$ cat src/rtl/pipeline_stage_reg.sv
`default_nettype none
// ============================================================================
// Module   : pipeline_stage_reg
// Purpose  : Generic inter-stage register with valid/ready handshake and a
//            two-entry skid buffer, flush with bubble injection and a
//            saturating stall counter.
// Revision : 1.0 - initial release
// ============================================================================
module pipeline_stage_reg #(
  parameter int                CTRL_W      = 8,
  parameter int                DATA_W      = 101,
  parameter logic [CTRL_W-1:0] BUBBLE_CTRL = '0,
  parameter int                CNT_W       = 16
) (
  input  logic              clk,
  input  logic              rst,
  input  logic              flush,
  input  logic              in_valid,
  output logic              in_ready,
  input  logic [CTRL_W-1:0] in_ctrl,
  input  logic [DATA_W-1:0] in_data,
  output logic              out_valid,
  input  logic              out_ready,
  output logic [CTRL_W-1:0] out_ctrl,
  output logic [DATA_W-1:0] out_data,
  output logic [CNT_W-1:0]  stall_count
);

  localparam logic [1:0] c_st_empty = 2'd0;
  localparam logic [1:0] c_st_one   = 2'd1;
  localparam logic [1:0] c_st_two   = 2'd2;

  localparam logic [CNT_W-1:0] c_cnt_one = {{(CNT_W-1){1'b0}}, 1'b1};
  localparam logic [CNT_W-1:0] c_cnt_max = {CNT_W{1'b1}};

  logic [1:0]        r_state;
  logic [CTRL_W-1:0] r_main_ctrl;
  logic [DATA_W-1:0] r_main_data;
  logic [CTRL_W-1:0] r_skid_ctrl;
  logic [DATA_W-1:0] r_skid_data;
  logic [CNT_W-1:0]  r_stall;

  logic w_out_valid;
  logic w_in_ready;
  logic w_in_fire;
  logic w_out_fire;

  // Ready depends only on held state, so backpressure never forms a
  // combinational path from downstream to upstream.
  assign w_in_ready  = (r_state != c_st_two);
  assign w_out_valid = (r_state == c_st_one) || (r_state == c_st_two);
  assign w_in_fire   = in_valid && w_in_ready;
  assign w_out_fire  = w_out_valid && out_ready;

  always_ff @(posedge clk or negedge rst) begin
    if (!rst) begin
      r_state     <= c_st_empty;
      r_main_ctrl <= '0;
      r_main_data <= '0;
      r_skid_ctrl <= '0;
      r_skid_data <= '0;
      r_stall     <= '0;
    end else begin
      if (w_out_valid && !out_ready && (r_stall != c_cnt_max))
        r_stall <= r_stall + c_cnt_one;

      if (flush) begin
        r_state <= c_st_empty;
      end else begin
        case (r_state)
          c_st_empty: begin
            if (w_in_fire) begin
              r_main_ctrl <= in_ctrl;
              r_main_data <= in_data;
              r_state     <= c_st_one;
            end
          end
          c_st_one: begin
            if (w_in_fire && w_out_fire) begin
              r_main_ctrl <= in_ctrl;
              r_main_data <= in_data;
            end else if (w_out_fire) begin
              r_state <= c_st_empty;
            end else if (w_in_fire) begin
              r_skid_ctrl <= in_ctrl;
              r_skid_data <= in_data;
              r_state     <= c_st_two;
            end
          end
          c_st_two: begin
            if (w_out_fire) begin
              r_main_ctrl <= r_skid_ctrl;
              r_main_data <= r_skid_data;
              r_state     <= c_st_one;
            end
          end
          default: r_state <= c_st_empty;
        endcase
      end
    end
  end

  // Gate outputs so a stale write enable never reaches the next stage.
  assign in_ready    = w_in_ready;
  assign out_valid   = w_out_valid;
  assign out_ctrl    = w_out_valid ? r_main_ctrl : BUBBLE_CTRL;
  assign out_data    = w_out_valid ? r_main_data : '0;
  assign stall_count = r_stall;

endmodule
`default_nettype wire

$ cat config.mk
export PLATFORM = sky130hd
export DESIGN_NAME = pipeline_stage_reg
export DESIGN_NICKNAME = d
export VERILOG_FILES = /design/src/rtl/pipeline_stage_reg.sv
export SDC_FILE = /design/constraint.sdc
export NUM_CORES = 1
export LEC_CHECK = 0
export CORE_MARGIN = 2
export CORE_UTILIZATION = 55
export DETAILED_ROUTE_END_ITERATION = 8
export HOLD_SLACK_MARGIN = 0.15
export PLACE_DENSITY = 0.86
export SLEW_MARGIN = 25
export SYNTH_ARGS = -nofsm -noshare
export SYNTH_HDL_FRONTEND = slang
export SYNTH_SLANG_ARGS = --single-unit
$ cat constraint.sdc
create_clock -name clk -period 4.01 [get_ports clk]
set_input_delay 0.6015 -clock clk [delete_from_list [all_inputs] [get_ports clk]]
set_output_delay 0.6015 -clock clk [all_outputs]
set_load 0.02 [all_outputs]
# == Yosys cells after proc, flatten, opt, wreduce, memory -nomap -nowiden ==
# Cells that the tools add are included.
# Widths: inputs -> output; s select.
# op_classes
n_addsub,1
n_eq_ne,11
n_mux,17
bitwise_logic,3
n_reduce_logical,12
# ops
operator,n
$mux 101,4
$pmux 101 s3,1
$mux 8,4
$pmux 8 s3,1
$add 16x1->16 const B,1
$ne 16x16->1 const B,1
$mux 2,6
$reduce_and 5->1,2
$ne 3x3->1 const B,3
$ne 2x2->1 const B,3
$pmux 2 s3,1
$logic_and 1x1->1,5
$ne 4x4->1 const B,1
$reduce_and 4->1,1
$not 1->1,3
$reduce_bool 3->1,1
$eq 2x1->1 const B,1
$eq 2x2->1 const B,1
$logic_not 2->1,1
$ne 2x1->1 const B,1
$logic_not 1->1,1
$logic_or 1x1->1,1
# totals
reg_bits,236
inputBits,114
out_inout_bits,127
word_cells,50

# == Depth between registers and ports, before layout ==
# Gate-level depths: netlist (run 1).
# depth
ltp_word,7
ltp_mapped,9
depth_no_buf,6

# == Worst setup path after synthesis (run 1) ==
# OpenSTA, ideal clock, no wires.
# synth_timing
kind,reg2reg
startpoint,register r_state[0]
endpoint,register r_main_data[53]
setup_time_ns,0.125
arrival_ns,2.350
required_ns,3.885
path_slack_ns,1.535
stages_incl_launch_ff,9
n_path_buf,3
period_less_slack_ns,2.475
path_cell_list,dfrtp_1 > inv_1 > ha_1 > buf_2 > nand2_1 > a2111oi_4 > buf_2 > buf_6 > mux2_2
# synth_via
elab_chain_cells,6
elab_cells_between_ends,14
cone_classes,eq/ne: 6; mux: 1; reduce/logical: 7
# synth_rtl
element,line,rtl
"start, declared",36,logic [1:0] r_state;
"start signal, assigned",57,r_state <= c_st_empty;
"start signal, assigned",68,r_state <= c_st_empty;
"start signal, assigned",75,r_state <= c_st_one;
$eq 2x1->1 / $eq 2x2->1 (equally long branches),51,assign w_out_valid = (r_state == c_st_one) || (r_state == c_st_two);
$logic_or 1x1->1 *,51,
net out_valid,22,"output logic out_valid,"
$logic_and 1x1->1 *,53,assign w_out_fire = w_out_valid && out_ready;
$logic_and 1x1->1,79,if (w_in_fire && w_out_fire) begin
$ne 2x1->1 (no line),n/a,
$reduce_and 5->1 (no line) *,n/a,
"end signal, assigned",74,r_main_data <= in_data;
"end signal, assigned",81,r_main_data <= in_data;
"end signal, assigned",93,r_main_data <= r_skid_data;
"end, declared",38,logic [DATA_W-1:0] r_main_data;
# Mark *: on every way through the listed nets, which the timed path passes. The rest lies on a longest branch.
# A chain may end at the register's enable or synchronous reset.

# == Worst setup path in the final report (run 1) ==
# layout_timing
startpoint,register r_state[1]
endpoint,output out_data[80]
# layout_via
elab_chain_cells,3
elab_cells_between_ends,4
cone_classes,eq/ne: 2; mux: 1; reduce/logical: 1
# layout_rtl
element,line,rtl
$eq 2x1->1 / $eq 2x2->1 (equally long branches),51,
$logic_or 1x1->1 *,51,
$mux 101 *,107,assign out_data = w_out_valid ? r_main_data : '0;
"end, declared",25,"output logic [DATA_W-1:0] out_data,"
# Every way passes the cells marked *; elsewhere a longest branch is shown, timed or not.

==> results of run 1 <==
-- power groups by stage --
stage | clock [mW] | combinational [mW] | sequential (mW)
floorplan | 0 | 2.28 | 3.92
global placement | 0 | 3.42 | 4.06
detailed placement | 0 | 3.52 | 4.12
CTS | 2.42 | 3.55 | 4.11
global route | 2.53 | 3.76 | 4.25
finish | 2.38 | 3.50 | 4.11
-- cells by family (layout without fill, tap and decap cells) --
kind of cell / after synthesis / in the layout / synth area share
flip-flops: 236 / 236 / 0.532
adder cells (fa/ha/maj): 5 / 5 / 0.00564
buffers and inverters: 55 / 306 / 0.0218
AO/OA/AOI/OAI: 20 / 20 / 0.0132
AND/OR/NAND/NOR: 155 / 155 / 0.0848
XOR/XNOR: 6 / 6 / 0.00474
multiplexers: 333 / 333 / 0.338
-- per-layer routing --
| metal | global-route usage | vias to the layer above | share of wire |
|---|---|---|---|
| met3 | 0.0519 | 43 | 0.064 |
| li1 | - | 3312 | - |
| met2 | 0.396 | 193 | 0.50 |
| met5 | 0 | - | 0 |
| met1 | 0.295 | 3620 | 0.41 |
| met4 | 0.0587 | 0 | 0.024 |
-- critical path, cell delays in order, from the launching register on --
cell and delay, ns:
dfrtp_1 0.43, inv_1 0.10, ha_2 0.74, buf_4 0.36
and2_1 0.17, clkdlybuf4s50_1 0.60
-- registers in the layout (all words and copies together) (netlist names) --
signal,flops
r_main_data,101
r_skid_data,101
stall_count,16
r_main_ctrl,8
r_skid_ctrl,8
r_state,2
-- stage by stage --
stage,std cells,power (mW),setup slack [ns]
6_report,1326,10.0,0.500
5_1_grt,1326,10.5,0.303
4_1_cts,1324,10.1,0.449
3_5_place_dp,1277,7.65,0.991
3_3_place_gp,1277,7.48,1.07
2_1_floorplan,810,6.21,1.53
-- synth_stat cells, types with 2 or more instances --
cell type	instances
and2_1	110
nor2b_1	2
xor2_1	2
mux2_2	330
nand3_1	11
nand2_1	6
dfrtp_1	236
a21oi_1	7
nor3_1	2
nor2_1	5
mux2i_1	3
buf_2	22
a31oi_1	3
ha_1	5
xnor2_1	4
nor4_1	5
inv_1	5
or3_1	2
and3_1	4
clkbuf_1	26
nand4b_1	3
o21ai_0	3
-- cells in the final DEF, fill, tap and decap left out, types with 3 or more instances in the layout --
cell	instances
nor4_1	5
clkbuf_1	3
ha_1	3
clkbuf_16	27
a31oi_1	3
o21ai_0	3
nand3_1	11
nand2_1	6
buf_12	5
xnor2_1	4
clkinv_2	6
nand4b_1	3
inv_1	5
clkdlybuf4s50_1	239
and2_1	110
buf_4	7
nor2_1	5
clkbuf_8	8
dfrtp_1	236
mux2_2	330
a21oi_1	7
and3_1	4
mux2i_1	3
-- final cells by class --
| class | instances | area, um2 | share of cell area |
|---|---|---|---|
| flip-flops and latches | 236 | 5910 | 0.402 |
| multi-input cells | 519 | 4960 | 0.338 |
| repair buffers | 254 | 2600 | 0.177 |
| clock buffers | 38 | 797 | 0.0543 |
| well taps | 265 | 332 | 0.0226 |
| clock inverters | 9 | 76.3 | 0.00520 |
| inverters | 5 | 18.8 | 0.00128 |
-- what timing repair did --
item,CTS,global route
hold buffers,0,1
hold endpoints to repair,0,57
gates resized for setup,0,0
-- worst max path at each step --
stage	from	end	slack, ns	depth (start not counted)
3_5_place_dp	r_state[0]	out_data[80]	0.99	5
5_1_grt	r_state[0]	out_data[80]	0.30	5
2_1_floorplan	r_state[0]	r_main_data[53]	1.53	8
4_1_cts	r_state[1]	out_data[80]	0.45	5
3_3_place_gp	r_state[0]	out_data[14]	1.07	5
6_report	r_state[1]	out_data[80]	0.50	5
==> results.cfg, run 1 <==
[routing]
initialDrtViolationCount = 216
drc_errors = 0
drt-pass1-iter-count = 4
vias = 7168
vias_per_cell = 5.41
route.detailed.wl_per_inst_um = 18.5
drt-total-wl_mm = 24.5
final_antenna_net_count = 0

[cts]
ctsLongestPathBuffers = 3
htreeDepth = 1
insertion_delay_ns = 0.52
cts_tree = yes
cts_setup_buffers = 0
cts_root_buffer = clkbuf_16
clkSinkCount = 236
numCtsBuffers = 26
clkTransAtPathRegs_ns = 0.06

[critical_path]
worstSetupPathType = reg2out
regToRegSetupSlack_ns = 1.02
r2r_start = r_state[1]
crit_path_end_kind = output port
worstRegToRegCells = 6
crit_path_max_fanout = 35
cp-start-kind = register
worstPathRequired_ns = 3.41
critPathArrivalTime_ns = 2.91
r2r_end = r_main_data[33]

[power]
leakagePower_nw = 6.09
p_sw_mw = 3.01
clock_power_share = 0.238
worst_ir_drop_vdd_mv = 0.424
p_per_area_nw_per_um2 = 681
swShare = 0.302
seq_power_share = 0.412
combPwrFrac = 0.350
intPower_mw = 6.98

[floorplan]
die_h_um = 146
core_area_um2 = 19700
start_util = 0.565
die_w_um = 146
io_pins = 241
fp.dieArea_um2 = 21300
rows = 51

[synthesis]
synthArstFlopShare = 1.00
yosys_warnings = 0
synth_flop_cell = dfrtp_1
netlist_instances = 810
synth_edf_count = 0
avgSynthCellArea_um2 = 13.7
ys_ff_latch = 236
yosysSeqAreaShare = 0.532
synth_area_leaders = dfrtp_1 (53%), mux2_2 (33%), and2_1 (6.2%)
synthDistinctLibCells = 36
synth_top_area_frac = 0.532
syn_area_um2 = 11100
yosys.area.top_type = dfrtp_1
syn_nets = 929

[sta]
post-route-period-util = 0.875
rsz0062_at_grt = no
worst_slew_pin_slew_ns = 0.965
max_slew_margin = 0.351
fmax_mhz = 285
worst_hold_slack_ns = 0.493
fin_setup_tns_ns = 0
fin_skew_ns = 0.00624
hold_viol = 0
setup_violations = 0
report.final.slew_viol_count = 0
finalCriticalPeriod_ns = 3.51

[placement]
place_area_um2 = 13800
hpwlAfterDp_mm = 16.0
port_buffers = 240
gp_congestion = 0.758

[run_status]
status = finished clean

[worst_hold_path]
worst_hold_path_type = reg2reg
hold_depth = 1
hp-start = r_main_data[8]
min_to = r_main_data[8]

[layout]
final_util = 0.747
design_area_um2 = 14700
nets = 1161
drive_gt1_frac = 0.369
area_delta_synth_final_pct = 32.4
fillers = 1312
diodes = 0

[grt]
grt_util_all_layers = 0.229
overflow = 0
antenna_found_initial = 0
grt_pass1_vias = 7728
grt_max_degree = 129
grt_pass1_wl_mm = 40.0

[flow_run]
maxCapViolations = 0
(Power assumes the default switching activity.)
==> run 2, diff against run 1 <==
--- a/config.mk
+++ b/config.mk
@@ -6,10 +6,9 @@
 export NUM_CORES = 1
 export LEC_CHECK = 0
 export CORE_MARGIN = 2
-export CORE_UTILIZATION = 55
+export CORE_UTILIZATION = 35
 export DETAILED_ROUTE_END_ITERATION = 8
 export HOLD_SLACK_MARGIN = 0.15
-export PLACE_DENSITY = 0.86
 export SLEW_MARGIN = 25
 export SYNTH_ARGS = -nofsm -noshare
 export SYNTH_HDL_FRONTEND = slang
==> constraint.sdc (replaced) <==
create_clock -name clk -period 4.01 [get_ports clk]
set_input_delay 0.401 -clock clk [delete_from_list [all_inputs] [get_ports clk]]
set_output_delay 0.401 -clock clk [all_outputs]
set_load 0.02 [all_outputs]
==> run 2 against run 1 <==
  * Clock skew grew 0.016 ns
  * Sequential power is essentially flat
  * Non-clock buffer count grew 1
  * Final cell count grew 11%
  * Core utilization shrank 27 points
  * Critical path type unchanged
  * Die area grew 55%
  * Design area grew 1.9%
==> results.cfg, run 2 (synthesis gave the netlist of run 1 again) <==
[critical_path]
regToRegSetupSlack_ns = 1.05
worstRegToRegCells = 6
crit_end = out_data[31]
critPathTopFamily = buffers and inverters
crit_buf_inv = 3
worstSetupPathType = reg2out
cp-start-kind = register
r2r_start = r_state[0]
slowest_stage = ha_4
r2r_end = r_main_ctrl[5]
cp.depth = 5
worstSetupStartpoint = r_state[0]
slowest_delay_ns = 0.66
crit_path_end_kind = output port
critPathArrivalTime_ns = 3.05
crit_chain = inv_1 > ha_4 > buf_4 > and2_1 > clkdlybuf4s50_1
crit_path_max_fanout = 64
worstPathRequired_ns = 3.61

[grt]
grt_pass1_wl_mm = 40.5
antenna_found_initial = 4
grt_max_degree = 121
grt_util_all_layers = 0.152
grt_pass1_vias = 7219
overflow = 0

[floorplan]
start_util = 0.353
die_h_um = 182
core_area_um2 = 31400
io_pins = 241
fp.dieArea_um2 = 33100
rows = 65
die_w_um = 182

[power]
power.total_mw = 10.1
p_per_area_nw_per_um2 = 675
worst_ir_drop_vdd_mv = 0.329
leakagePower_nw = 6.15

[cts]
cts_root_buffer = clkbuf_16
clkSinkCount = 236
ctsLongestPathBuffers = 3
cts_tree = yes
htreeDepth = 1
numCtsBuffers = 29
cts_setup_buffers = 0
insertion_delay_ns = 0.55
clkTransAtPathRegs_ns = 0.06

[sta]
fin_skew_ns = 0.0224
rsz0062_at_grt = no
worst_slew_pin_slew_ns = 1.00
max_slew_margin = 0.327
report.final.slew_viol_count = 0
post-route-period-util = 0.861
fmax_mhz = 290
hold_viol = 0
fin_setup_tns_ns = 0
setup_violations = 0
finalCriticalPeriod_ns = 3.45

[routing]
initialDrtViolationCount = 272
drc_errors = 0
drt-pass1-iter-count = 4
vias = 7088
final_antenna_net_count = 0
drt-total-wl_mm = 25.5
vias_per_cell = 4.83
route.detailed.wl_per_inst_um = 17.4

[layout]
layout_common_cells = mux2_2 (330), clkdlybuf4s50_1 (239), dfrtp_1 (236)
design_area_um2 = 15000
drive_gt1_frac = 0.369
nets = 1165
area_delta_synth_final_pct = 35.0
final_common_cell = mux2_2
finalNonFillerCells = 1468

[placement]
gp_congestion = 0.711
dpl.cell_count = 1415
hpwlAfterDp_mm = 16.6
port_buffers = 240
place_area_um2 = 14000

[worst_hold_path]
worst_hold_path_type = in2async

[flow_run]
maxCapViolations = 0

[run_status]
status = finished clean
[run 2: per-layer routing]
metal,vias up,global-route usage,wire [um]
li1,3321,-,-
met1,3546,0.206,11600
met2,162,0.242,11700
met3,55,0.0375,1390
met4,4,0.0461,773
met5,-,0,33
[run 2: cell type report]
type | count | area (um2)
fillers | 2821 | 16400
flip-flops and latches | 236 | 5910
multi-input cells | 519 | 4970
repair buffers | 255 | 2630
clock buffers | 43 | 868
well taps | 402 | 503
clock inverters | 6 | 70.1
inverters | 5 | 18.8
diodes | 2 | 5.00
[run 2: timing repair]
action	4_1_cts	5_1_grt
hold buffers	1	0
endpoints found under the hold margin	118	0
gates resized for setup	0	0
[run 2: power by group]
part / switching, mW / total (mW) / internal, mW
logic: 1.46 / 3.48 / 2.02
registers: 0.563 / 4.08 / 3.52
clock network: 0.993 / 2.54 / 1.55
[run 2: worst min-delay path by stage]
stage / from / endpoint / cells past startpoint
2_1_floorplan: rst / r_main_ctrl[0] / 0
3_3_place_gp: r_skid_data[39] / r_skid_data[39] / 1
3_5_place_dp: r_skid_data[36] / r_skid_data[36] / 1
4_1_cts: in_data[27] / r_skid_data[27] / 2
5_1_grt: rst / r_main_data[11] / 2
6_report: rst / r_main_data[11] / 2
[run 2: metrics by stage]
step	hold slack (ns)	utilization	setup slack, ns
3_5_place_dp	0.487	0.446	0.914
6_report	0.357	0.477	0.559
4_1_cts	0.450	0.476	0.440
5_1_grt	0.388	0.477	0.293
3_3_place_gp	0.480	0.446	0.956
2_1_floorplan	0.105	-	1.53
